File: config.mk
export PLATFORM = sky130hd
export DESIGN_NAME = difftest_vec_wb_queue_flat
export DESIGN_NICKNAME = d
export VERILOG_FILES = /design/src/rtl/difftest_vec_wb_queue_if.sv /design/src/rtl/difftest_vec_wb_queue.sv /design/src/flat_wrapper.sv
export SDC_FILE = /design/constraint.sdc
export NUM_CORES = 1
export LEC_CHECK = 0
export CAP_MARGIN = 5
export CORE_ASPECT_RATIO = 1.1
export CORE_MARGIN = 1.5
export CORE_UTILIZATION = 45
export CTS_CLUSTER_SIZE = 40
export DETAILED_ROUTE_END_ITERATION = 10
export GPL_TIMING_DRIVEN = 0
export PLACE_DENSITY_LB_ADDON = 0.15
export SKIP_LAST_GASP = 1
export SYNTH_ARGS = -nofsm -noshare
export SYNTH_HDL_FRONTEND = slang
export SYNTH_SLANG_ARGS = --single-unit
File: constraint.sdc
create_clock -name clock -period 12.1 [get_ports clock]
set_input_delay 2.42 -clock clock [delete_from_list [all_inputs] [get_ports clock]]
set_output_delay 2.42 -clock clock [all_outputs]
set_load 0.02 [all_outputs]
File: src/rtl/difftest_vec_wb_queue_if.sv
// Bundle of writeback-queue signals between the core writeback ports, the
// queue and the downstream difftest vector-writeback stage.
//
// Handshake:
//   Input side: the queue advertises io_in_ready from its registered
//   occupancy only. A port's event is taken on a rising edge when its
//   io_in_valid bit is set and io_in_ready is 1. If io_in_ready is 0, every
//   valid port that cycle is dropped as a group.
//   Output side: the head entry is presented while io_out_valid is 1. It is
//   consumed on a rising edge when io_out_valid and io_out_ready are both 1.
//   io_out_enable is exactly that product. Head fields are meaningful only
//   while io_out_valid is 1.
interface difftest_vec_wb_queue_if #(
    parameter int NUM_PORTS = 2,
    parameter int AW        = 7,
    parameter int DW        = 64
);
    logic [NUM_PORTS-1:0]    io_in_valid;
    logic [AW*NUM_PORTS-1:0] io_in_address;
    logic [DW*NUM_PORTS-1:0] io_in_data_0;
    logic [DW*NUM_PORTS-1:0] io_in_data_1;
    logic                    io_in_ready;
    logic [7:0]              io_coreid;
    logic                    io_out_ready;
    logic                    io_out_valid;
    logic                    io_out_enable;
    logic [AW-1:0]           io_out_address;
    logic [DW-1:0]           io_out_data_0;
    logic [DW-1:0]           io_out_data_1;
    logic [7:0]              io_out_coreid;
    logic                    io_overflow;

    // Queue side.
    modport slave (
        input  io_in_valid, io_in_address, io_in_data_0, io_in_data_1,
        input  io_coreid, io_out_ready,
        output io_in_ready, io_out_valid, io_out_enable, io_out_address,
        output io_out_data_0, io_out_data_1, io_out_coreid, io_overflow
    );

    // Environment side (writeback ports plus downstream stage).
    modport master (
        output io_in_valid, io_in_address, io_in_data_0, io_in_data_1,
        output io_coreid, io_out_ready,
        input  io_in_ready, io_out_valid, io_out_enable, io_out_address,
        input  io_out_data_0, io_out_data_1, io_out_coreid, io_overflow
    );
endinterface

File: src/rtl/difftest_vec_wb_queue.sv
// In-order FIFO collecting vector writeback events from NUM_PORTS ports and
// draining one event per cycle toward the difftest vector-writeback stage.
// A group that arrives while fewer than NUM_PORTS slots are free is dropped
// whole and the sticky overflow flag is raised.
//
// Optional build macro: DIFFTEST_VEC_WB_STATS_EN adds io_stat_events,
// io_stat_drops and io_stat_max_occ counters.
module difftest_vec_wb_queue #(
    parameter int NUM_PORTS = 2,
    parameter int DEPTH     = 8,
    parameter int AW        = 7,
    parameter int DW        = 64
) (
    input  logic                        clock,
    input  logic                        reset,
    difftest_vec_wb_queue_if.slave      bus
`ifdef DIFFTEST_VEC_WB_STATS_EN
    ,
    output logic [31:0]                 io_stat_events,
    output logic [31:0]                 io_stat_drops,
    output logic [$clog2(DEPTH):0]      io_stat_max_occ
`endif
);
    localparam int PW = $clog2(DEPTH);
    localparam int CW = PW + 1;

    logic [AW-1:0]  mem_addr [DEPTH];
    logic [DW-1:0]  mem_d0   [DEPTH];
    logic [DW-1:0]  mem_d1   [DEPTH];

    logic [PW-1:0]  wr_ptr;
    logic [PW-1:0]  rd_ptr;
    logic [CW-1:0]  count;
    logic [CW-1:0]  count_next;
    logic [CW-1:0]  valid_cnt;
    logic [CW-1:0]  accepted;
    logic [PW-1:0]  wr_idx [NUM_PORTS];
    logic [NUM_PORTS-1:0] wr_en;
    logic           in_ready;
    logic           deq;
    logic           overflow;
    logic [7:0]     coreid_q;

    // Room for a whole group is judged from the registered count alone, so
    // io_in_ready never depends on io_out_ready.
    assign in_ready = (CW'(DEPTH) - count) >= CW'(NUM_PORTS);

    // Pack the valid ports into consecutive slots from wr_ptr in port order.
    always_comb begin
        valid_cnt = '0;
        for (int i = 0; i < NUM_PORTS; i++) begin
            wr_idx[i] = wr_ptr + PW'(valid_cnt);
            wr_en[i]  = in_ready && bus.io_in_valid[i];
            if (bus.io_in_valid[i]) begin
                valid_cnt = valid_cnt + CW'(1);
            end
        end
    end

    assign accepted   = in_ready ? valid_cnt : '0;
    assign deq        = (count != '0) && bus.io_out_ready;
    assign count_next = count + accepted - CW'(deq);

    assign bus.io_in_ready    = in_ready;
    assign bus.io_out_valid   = (count != '0);
    assign bus.io_out_enable  = deq;
    assign bus.io_out_address = mem_addr[rd_ptr];
    assign bus.io_out_data_0  = mem_d0[rd_ptr];
    assign bus.io_out_data_1  = mem_d1[rd_ptr];
    assign bus.io_out_coreid  = coreid_q;
    assign bus.io_overflow    = overflow;

    // Entry storage: written only for accepted ports, never reset.
    always_ff @(posedge clock) begin
        for (int i = 0; i < NUM_PORTS; i++) begin
            if (wr_en[i]) begin
                mem_addr[wr_idx[i]] <= bus.io_in_address[AW*i +: AW];
                mem_d0[wr_idx[i]]   <= bus.io_in_data_0[DW*i +: DW];
                mem_d1[wr_idx[i]]   <= bus.io_in_data_1[DW*i +: DW];
            end
        end
    end

    // Pointers, occupancy, sticky overflow and the registered core id.
    always_ff @(posedge clock or posedge reset) begin
        if (reset) begin
            wr_ptr   <= '0;
            rd_ptr   <= '0;
            count    <= '0;
            overflow <= 1'b0;
            coreid_q <= '0;
        end else begin
            wr_ptr   <= wr_ptr + PW'(accepted);
            rd_ptr   <= rd_ptr + PW'(deq);
            count    <= count_next;
            overflow <= overflow || (!in_ready && (|bus.io_in_valid));
            coreid_q <= bus.io_coreid;
        end
    end

`ifdef DIFFTEST_VEC_WB_STATS_EN
    logic [CW-1:0] drop_cnt;
    logic [32:0]   drop_sum;

    assign drop_cnt = in_ready ? '0 : valid_cnt;
    assign drop_sum = {1'b0, io_stat_drops} + 33'(drop_cnt);

    // Saturating event/drop counters and occupancy high-water mark.
    always_ff @(posedge clock or posedge reset) begin
        if (reset) begin
            io_stat_events  <= '0;
            io_stat_drops   <= '0;
            io_stat_max_occ <= '0;
        end else begin
            if (deq && (io_stat_events != '1)) begin
                io_stat_events <= io_stat_events + 32'd1;
            end
            io_stat_drops <= drop_sum[32] ? '1 : drop_sum[31:0];
            if (count_next > io_stat_max_occ) begin
                io_stat_max_occ <= count_next;
            end
        end
    end
`endif

endmodule
File: src/flat_wrapper.sv
// flat-port wrapper written by rule: the top's interface ports become plain ports
module difftest_vec_wb_queue_flat 
#(
    parameter int NUM_PORTS = 2,
    parameter int DEPTH     = 8,
    parameter int AW        = 7,
    parameter int DW        = 64
)
  (clock, reset, bus_io_in_valid, bus_io_in_address, bus_io_in_data_0, bus_io_in_data_1, bus_io_coreid, bus_io_out_ready, bus_io_in_ready, bus_io_out_valid, bus_io_out_enable, bus_io_out_address, bus_io_out_data_0, bus_io_out_data_1, bus_io_out_coreid, bus_io_overflow);
  difftest_vec_wb_queue_if #(.NUM_PORTS(NUM_PORTS), .AW(AW), .DW(DW)) bus_i ();
  input  logic clock;
  input  logic reset;
  input wire logic [$bits(bus_i.io_in_valid)-1:0] bus_io_in_valid;
  input wire logic [$bits(bus_i.io_in_address)-1:0] bus_io_in_address;
  input wire logic [$bits(bus_i.io_in_data_0)-1:0] bus_io_in_data_0;
  input wire logic [$bits(bus_i.io_in_data_1)-1:0] bus_io_in_data_1;
  input wire logic [$bits(bus_i.io_coreid)-1:0] bus_io_coreid;
  input wire logic [$bits(bus_i.io_out_ready)-1:0] bus_io_out_ready;
  output wire logic [$bits(bus_i.io_in_ready)-1:0] bus_io_in_ready;
  output wire logic [$bits(bus_i.io_out_valid)-1:0] bus_io_out_valid;
  output wire logic [$bits(bus_i.io_out_enable)-1:0] bus_io_out_enable;
  output wire logic [$bits(bus_i.io_out_address)-1:0] bus_io_out_address;
  output wire logic [$bits(bus_i.io_out_data_0)-1:0] bus_io_out_data_0;
  output wire logic [$bits(bus_i.io_out_data_1)-1:0] bus_io_out_data_1;
  output wire logic [$bits(bus_i.io_out_coreid)-1:0] bus_io_out_coreid;
  output wire logic [$bits(bus_i.io_overflow)-1:0] bus_io_overflow;
  assign bus_i.io_in_valid = bus_io_in_valid;
  assign bus_i.io_in_address = bus_io_in_address;
  assign bus_i.io_in_data_0 = bus_io_in_data_0;
  assign bus_i.io_in_data_1 = bus_io_in_data_1;
  assign bus_i.io_coreid = bus_io_coreid;
  assign bus_i.io_out_ready = bus_io_out_ready;
  assign bus_io_in_ready = bus_i.io_in_ready;
  assign bus_io_out_valid = bus_i.io_out_valid;
  assign bus_io_out_enable = bus_i.io_out_enable;
  assign bus_io_out_address = bus_i.io_out_address;
  assign bus_io_out_data_0 = bus_i.io_out_data_0;
  assign bus_io_out_data_1 = bus_i.io_out_data_1;
  assign bus_io_out_coreid = bus_i.io_out_coreid;
  assign bus_io_overflow = bus_i.io_overflow;
  difftest_vec_wb_queue #(.NUM_PORTS(NUM_PORTS), .DEPTH(DEPTH), .AW(AW), .DW(DW)) u_core (.clock(clock), .reset(reset), .bus(bus_i));
endmodule
* Word-level counts from Yosys, hierarchy flattened
Memories as Yosys holds them, arrays and structs flattened.
Cells that the tools add are included.
** Cells by class
- Multiplexer cells :: 7
- Reductions and logical operators :: 8
- Add/subtract/negate cells :: 7
- Magnitude comparators :: 1
** Operators by type and width (number)
- 4-bit two-way mux :: 2
- 3-bit by 1-bit adder with 3-bit output :: 2
- 1-bit two-way mux :: 5
- 4-bit adder :: 1
- 4-bit by 2-bit >= comparator with 1-bit output (second input constant) :: 1
- 1-bit logical AND :: 4
- 4-bit nonzero test :: 1
- 4-bit by 1-bit subtractor with 4-bit output :: 1
- 4-bit subtractor (first input constant) :: 1
- 3-bit adder :: 1
- 1-bit by 1-bit adder with 2-bit output (second input constant) :: 1
- 2-bit OR reduction :: 1
- 1-bit logical NOT :: 1
- 1-bit logical OR :: 1
** Word-level totals
- Memory bits (writable) :: 1080
- Register bits after elaboration :: 19
- Output and inout port bits :: 147
- Word-level logic and storage cells :: 31
- Memories :: 3
- Bits of input ports :: 283
** Memories
- u_core.mem_d0 :: depth 8, bits a word 64, rd ports 1, clocked after Yosys merged registers in 0, wr ports 2, line difftest_vec_wb_queue.sv:28 : logic [DW-1:0] mem_d0 [DEPTH];
- u_core.mem_d1 :: depth 8, bits a word 64, rd ports 1, clocked after Yosys merged registers in 0, wr ports 2, line difftest_vec_wb_queue.sv:29 : logic [DW-1:0] mem_d1 [DEPTH];
- u_core.mem_addr :: depth 8, bits a word 7, rd ports 1, clocked after Yosys merged registers in 0, wr ports 2, line difftest_vec_wb_queue.sv:27 : logic [AW-1:0] mem_addr [DEPTH];

* Longest topological paths before layout
Gate-level depths: netlist of run 1.
- Word-level depth :: 6
- Gate-level depth with buffers :: 14
- Mapped depth without buffers :: 12

* Worst setup path before layout of run 1
Ideal clock, no wire load.
- Kind :: input to register
- From :: input bus_io_in_valid[0]
- To :: memory u_core.mem_addr[4][0] (enable)
- Slack :: 2.232 ns
- Data required time :: 11.469 ns
- Stages :: 6
- Setup time :: 0.631 ns
- Path buffers :: 0
- Arrival :: 9.237 ns
- Cell sequence :: ha_1 ha_1 or3b_2 nor2_1 a21oi_1 nor2_1
** RTL lines
- from (decl) :: line flat_wrapper.sv:13 : input wire logic [$bits(bus_i.io_in_valid)-1:0] bus_io_in_valid;
- to (decl) :: line difftest_vec_wb_queue.sv:27

* Final worst setup path of run 1
- From :: register u_core.rd_ptr[1]
- To :: output bus_io_out_address[4]
** Between the ends
- Longest elaborated chain between the ends :: 1
** RTL lines
- from (decl) :: line difftest_vec_wb_queue.sv:32 : logic [PW-1:0] rd_ptr;
- from (signal assigned) :: line difftest_vec_wb_queue.sv:94 : rd_ptr <= rd_ptr + PW'(deq);
- memory read 8 x 7 bit
- to (decl) :: line flat_wrapper.sv:22 : output wire logic [$bits(bus_i.io_out_address)-1:0] bus_io_out_address;
No other way between the ends.

==> reports/results.ini, run 1 <==
[outcome]
outcome=completed

[power_and_ir_drop]
power_density_mw_per_mm2=266
p_leak_nw=23.4
ir_drop_mv=0.166
total_power_w=0.0178

[timing]
worst_slew_pin_slew_ns=1.40
rsz0062_at_grt=false
finalMaxSlewViolations=0
worst_slack_ns=4.57
max_slew_margin_pct=6.79
tns_ns=0
clock_skew_ns=0.0287
period_needed_ns=7.53
setup_viol=0
hold_viol=0
fmax_mhz=133
fin_crit_sh_pct=62.2

[worst_setup_path]
rr_worst_depth=10
arrival_ns=5.11
endpoint_kind=output port
start_kind=flop
critPathMaxFanout=10
critPathKind=reg -> out
crit_required_ns=9.68

[clock_network]
clkSinkCount=1099
cts_setup_buffers=0
root_buffer=clkbuf_16
cts_tree=built
clockBufferDepth=3
worstSkewPairLatency_ns=0.74
numCtsBuffers=118
holdBufCountCts=0
htreeDepth=3
cts-resized-gates=0
path_clk_slew_ns=0.06

[synthesis]
yosysTopAreaCell=edfxtp_1
syn_area_per_cell_um2=19.4
synth_cell_types=33
ys_async_sr_fraction_pct=1.73
synth-edff-count=1080
synth_cells=2865
synthesis.area_mm2=0.0556
synth_flop_cell=edfxtp_1
synth_area_leaders=edfxtp_1 (58%), mux2_2 (19%), mux4_2 (11%)
ys_seq_area_share_pct=59.2
netlist.area_leader.share_pct=58.4
yosys_warnings=0
ys_ff_latch=1099
mappedNetlistNets=3165

[final_layout]
drive_gt1_share_pct=51.7
syn2layout_area_growth_pct=20.5
layout_commonest_cell=edfxtp_1
fin_util_pct=54.5
finalNetCount=3771
final_cell_mix=edfxtp_1 (1080), mux2_2 (915), clkdlybuf4s50_1 (429), mux2_4 (300), mux4_2 (270)

[global_routing]
antenna_found_initial=60
use_met1_pct=31.3
grt_max_degree=24
met2_usage_pct=42.6
grt.total_usage_pct=25.3
grt_pass1_vias=32300
busiest_layer=met2
grtUsageMet3_pct=7.11
grt_pass1_wl_mm=226
overflow=0

[placed_design]
dp_slack_ns=5.32
dp_hpwl_mm=105
place_congestion=0.794
port_buffers=429

[route]
wire_per_inst_um=30.5
viasPerCell=5.81
drtPass1Iterations=5
antenna_left=0
first_iter_violations=2445
totalWireLength_mm=160
vias=30400
drc=0

[die]
placementRows=135
dieHeight_um=372
io_pins=430
die_area_mm2=0.126
start_util_pct=45.2
fp.dieW_um=338
core_area_mm2=0.123

[hold_path]
hold_path_depth=1
hold_path_class=reg -> reg

[flow_run]
drv_cap=0

[per-layer routing]
layer / up-vias / part of all wire, %
li1: 13000 / -
met1: 15900 / 39
met2: 1054 / 50
met3: 308 / 8.4
met4: 70 / 2.7
met5: - / 0.27
[per-stage QoR]
stage          instance area, um2  hold WS [ns]  cells
2_1_floorplan               55600         0.461   2865
3_3_place_gp                61900         0.470   4938
3_5_place_dp                63200         0.491   4994
4_1_cts                     66900         0.505   5211
5_1_grt                     66900         0.525   5229
6_report                    67000         0.501   5233
[critical path, stage by stage, from the launching register on]
cell and delay [ns]:
dfrtp_1 0.35, clkbuf_1 0.65, clkbuf_1 1.09, clkbuf_1 0.89, mux4_2 0.42, mux2_2 0.28, clkdlybuf4s50_1 0.67
[power by group]
| part | switching [W] | internal [W] | total, W | leakage [nW] |
|---|---|---|---|---|
| sequential | 0.000250 | 0.00574 | 0.00599 | 10.1 |
| combinational | 0.00442 | 0.00386 | 0.00829 | 11.5 |
| clock | 0.00151 | 0.00200 | 0.00351 | 1.80 |
[path summary, 6_finish.rpt]
kind	startpoint	end	slack (ns)
min in group asynchronous	reset	u_core.bus.io_out_coreid[7]	2.16
hold reg to reg	u_core.rd_ptr[0]	u_core.rd_ptr[0]	0.50
max in group asynchronous	reset	u_core.bus.io_out_coreid[5]	9.40
hold / removal	u_core.rd_ptr[0]	u_core.rd_ptr[0]	0.50
setup / recovery	u_core.rd_ptr[1]	bus_io_out_address[4]	4.57
setup reg to reg	u_core.count[0]	u_core.mem_d1[0][20]	8.57
[cell usage after synthesis, types with 3 or more instances]
| cell | n |
|---|---|
| xor2_1 | 4 |
| nor2_1 | 19 |
| edfxtp_1 | 1080 |
| dfrtp_1 | 19 |
| buf_2 | 91 |
| mux2_2 | 915 |
| inv_1 | 14 |
| buf_1 | 16 |
| ha_1 | 15 |
| nand2_4 | 6 |
| mux2_4 | 300 |
| a31oi_1 | 4 |
| nor2b_1 | 3 |
| buf_6 | 38 |
| a21oi_1 | 4 |
| mux4_2 | 270 |
| clkbuf_1 | 45 |
[registers in the layout, indices dropped and copies added, names as in the netlist]
name / cells
u_core.mem_d0: 512
u_core.mem_d1: 512
u_core.mem_addr: 56
u_core.count: 4
u_core.bus.io_out_coreid: 8
u_core.wr_ptr: 3
u_core.rd_ptr: 3
u_core.bus.io_overflow: 1
[cell families after synthesis]
family	after synthesis	share of synthesized area, %
and+or+nand+nor	40	0.421
adders and majority gates	17	0.410
AOI/OAI and AO/OA	13	0.153
DFF	1099	59.2
muxes	1485	37.6
xor gates and xnor gates	6	0.0946
buffers and inverters	205	2.11
[final cells by class]
type	instances	area, um2
clock inverter	70	556
tap	1644	2060
inverter	15	57.6
antenna	21	52.6
multi-input combinational	1561	21500
fill	9638	55800
sequential	1099	32900
clock buffer	147	3130
buffer	190	1110
timing repair buffer	486	5540
Power figures use the tool's default switching activity.
==> run 2, diff against run 1 <==
==> constraint.sdc (replaced) <==
create_clock -name clock -period 7.7 [get_ports clock]
set_input_delay 1.54 -clock clock [delete_from_list [all_inputs] [get_ports clock]]
set_output_delay 1.54 -clock clock [all_outputs]
set_load 0.02 [all_outputs]
==> reports/results.ini, run 2 (synthesis gave the netlist of run 1 again) <==
[global_routing]
grt_max_degree=23  ; was 24
overflow=0  ; unchanged
grt.total_usage_pct=25.3  ; about the same
antenna_found_initial=54  ; was 60
grt_pass1_wl_mm=225  ; was 226 mm
grt_pass1_vias=32400  ; was 32300

[route]
wire_per_inst_um=30.5  ; about the same
first_iter_violations=2523  ; was 2445
vias=30400  ; about the same
drc=0  ; unchanged
antenna_left=0  ; unchanged
viasPerCell=5.81  ; about the same
totalWireLength_mm=160  ; about the same
drtPass1Iterations=5  ; unchanged

[timing]
finalMaxSlewViolations=0  ; unchanged
period_needed_ns=6.45
tns_ns=0  ; unchanged
rsz0062_at_grt=false  ; unchanged
hold_viol=0  ; unchanged
fin_crit_sh_pct=83.8
setup_viol=0  ; unchanged
worst_slew_pin_slew_ns=1.38  ; was 1.40 ns
fmax_mhz=155
clock_skew_ns=0.0189  ; was 0.0287 ns
max_slew_margin_pct=7.68  ; was 6.79%

[worst_setup_path]
critPathKind=reg -> out  ; unchanged
cp_slowest_cell=clkbuf_1  ; unchanged
timing.rr.start=u_core.wr_ptr[0]  ; was u_core.count[0]
path_common_cell=clkbuf_1  ; unchanged
crit_required_ns=6.16  ; was 9.68 ns
crit_start=u_core.rd_ptr[1]  ; unchanged
path_cells=clkbuf_1 -> clkbuf_1 -> buf_8 -> clkbuf_1 -> mux4_2 -> mux2_2 -> clkdlybuf4s50_1  ; was clkbuf_1 -> clkbuf_1 -> clkbuf_1 -> mux4_2 -> mux2_2 -> clkdlybuf4s50_1
arrival_ns=4.91  ; was 5.11 ns
critPathMaxFanout=10  ; unchanged
max_stage_delay_ns=0.82  ; was 1.09 ns
start_kind=flop  ; unchanged
endpoint_kind=output port  ; unchanged

[placed_design]
dp_hpwl_mm=105  ; about the same
port_buffers=429  ; unchanged
dpl_cell_area_mm2=0.0633  ; was 0.0632 mm2
dp.cells=4996  ; was 4994
place_congestion=0.789  ; was 0.794

[die]
start_util_pct=45.2  ; unchanged
dieHeight_um=372  ; unchanged
io_pins=430  ; unchanged
die_area_mm2=0.126  ; unchanged
placementRows=135  ; unchanged
fp.dieW_um=338  ; unchanged
core_area_mm2=0.123  ; unchanged

[clock_network]
root_buffer=clkbuf_16  ; unchanged
path_clk_slew_ns=0.06  ; about the same
cts_setup_buffers=0  ; unchanged
numCtsBuffers=118  ; unchanged
worstSkewPairLatency_ns=0.75  ; was 0.74 ns
cts_tree=built  ; unchanged
htreeDepth=3  ; unchanged
clockBufferDepth=3  ; unchanged
cts-resized-gates=0  ; unchanged
holdBufCountCts=0  ; unchanged
clkSinkCount=1099  ; unchanged

[final_layout]
finalNetCount=3775  ; was 3771
drive_gt1_share_pct=52.2  ; was 51.7%
stdcell_count=5235  ; was 5233
final_cell_mix=edfxtp_1 (1080), mux2_2 (915), clkdlybuf4s50_1 (429), mux2_4 (300), mux4_2 (270)  ; unchanged
stdcell_area_mm2=0.0673  ; was 0.0670 mm2
layout_commonest_cell=edfxtp_1  ; unchanged
fin_util_pct=54.8  ; was 54.5%
syn2layout_area_growth_pct=21.1  ; was 20.5%

[power_and_ir_drop]
p_leak_nw=23.6  ; was 23.4 nW
power_density_mw_per_mm2=420  ; was 266 mW/mm2
ir_drop_mv=0.271  ; was 0.166 mV
total_power_w=0.0283  ; was 0.0178 W

[hold_path]
hold_path_class=reg -> reg  ; unchanged
worstHoldStart=u_core.rd_ptr[0]  ; unchanged

[flow_run]
drv_cap=0  ; unchanged

[outcome]
outcome=completed  ; unchanged

-- run 2: changes by cell type in the layout (fill, tap and decap cells not counted), sizes merged --
cell,change
clkinvlp,+2
inv,-3
diode,-3
bufinv,+8
clkbuf,-3
buf,+4
clkinv,-3
-- run 2: area by class of cell --
cell class	count	area (um2)
clock inverter	74	801
sequential	1099	32900
fill	9528	55500
tap	1644	2060
multi-input combinational	1561	21500
buffer	190	1110
antenna	18	45.0
inverter	15	57.6
clock buffer	144	3090
timing repair buffer	490	5670
-- run 2: final timing paths --
check / endpoint / slack [ns] / depth (start not counted)
worst max-delay path: bus_io_out_address[4] / 1.25 / 7
worst min-delay path: u_core.rd_ptr[0] / 0.51 / 1
worst max register to register: u_core.mem_d1[4][25] / 4.08 / 9
worst min register to register: u_core.rd_ptr[0] / 0.51 / 1
max in group asynchronous: u_core.rd_ptr[0] / 5.89 / 2
min in group asynchronous: u_core.bus.io_out_coreid[2] / 1.27 / 2
-- run 2: layer usage --
| metal | track usage [%] | vias up | share of wire (%) |
|---|---|---|---|
| li1 | - | 13100 | - |
| met1 | 31.6 | 16000 | 39 |
| met2 | 43.2 | 1050 | 51 |
| met3 | 5.80 | 260 | 7.7 |
| met4 | 8.31 | 54 | 2.6 |
| met5 | 0 | - | 0.21 |
-- run 2: critical path, delay by kind of cell, from the launching register on --
family	cells	cell delay, ns
buffers and inverters	5	3.12
DFF	1	0.35
muxes	2	0.68
-- run 2: report_power, final --
group	switching, W	leakage, nW	internal, W	total (W)
logic	0.00696	11.6	0.00613	0.0131
clock network	0.00237	1.91	0.00340	0.00578
registers	0.000393	10.1	0.00902	0.00942
total	0.00973	23.6	0.0186	0.0283
-- run 2: per-stage QoR --
stage               hold WS [ns]  setup WS [ns]
detailed placement         0.502           1.79
CTS                        0.515          0.951
finish                     0.507           1.25
global route               0.521           1.18
global placement           0.470          -4.08
floorplan                  0.461          0.986
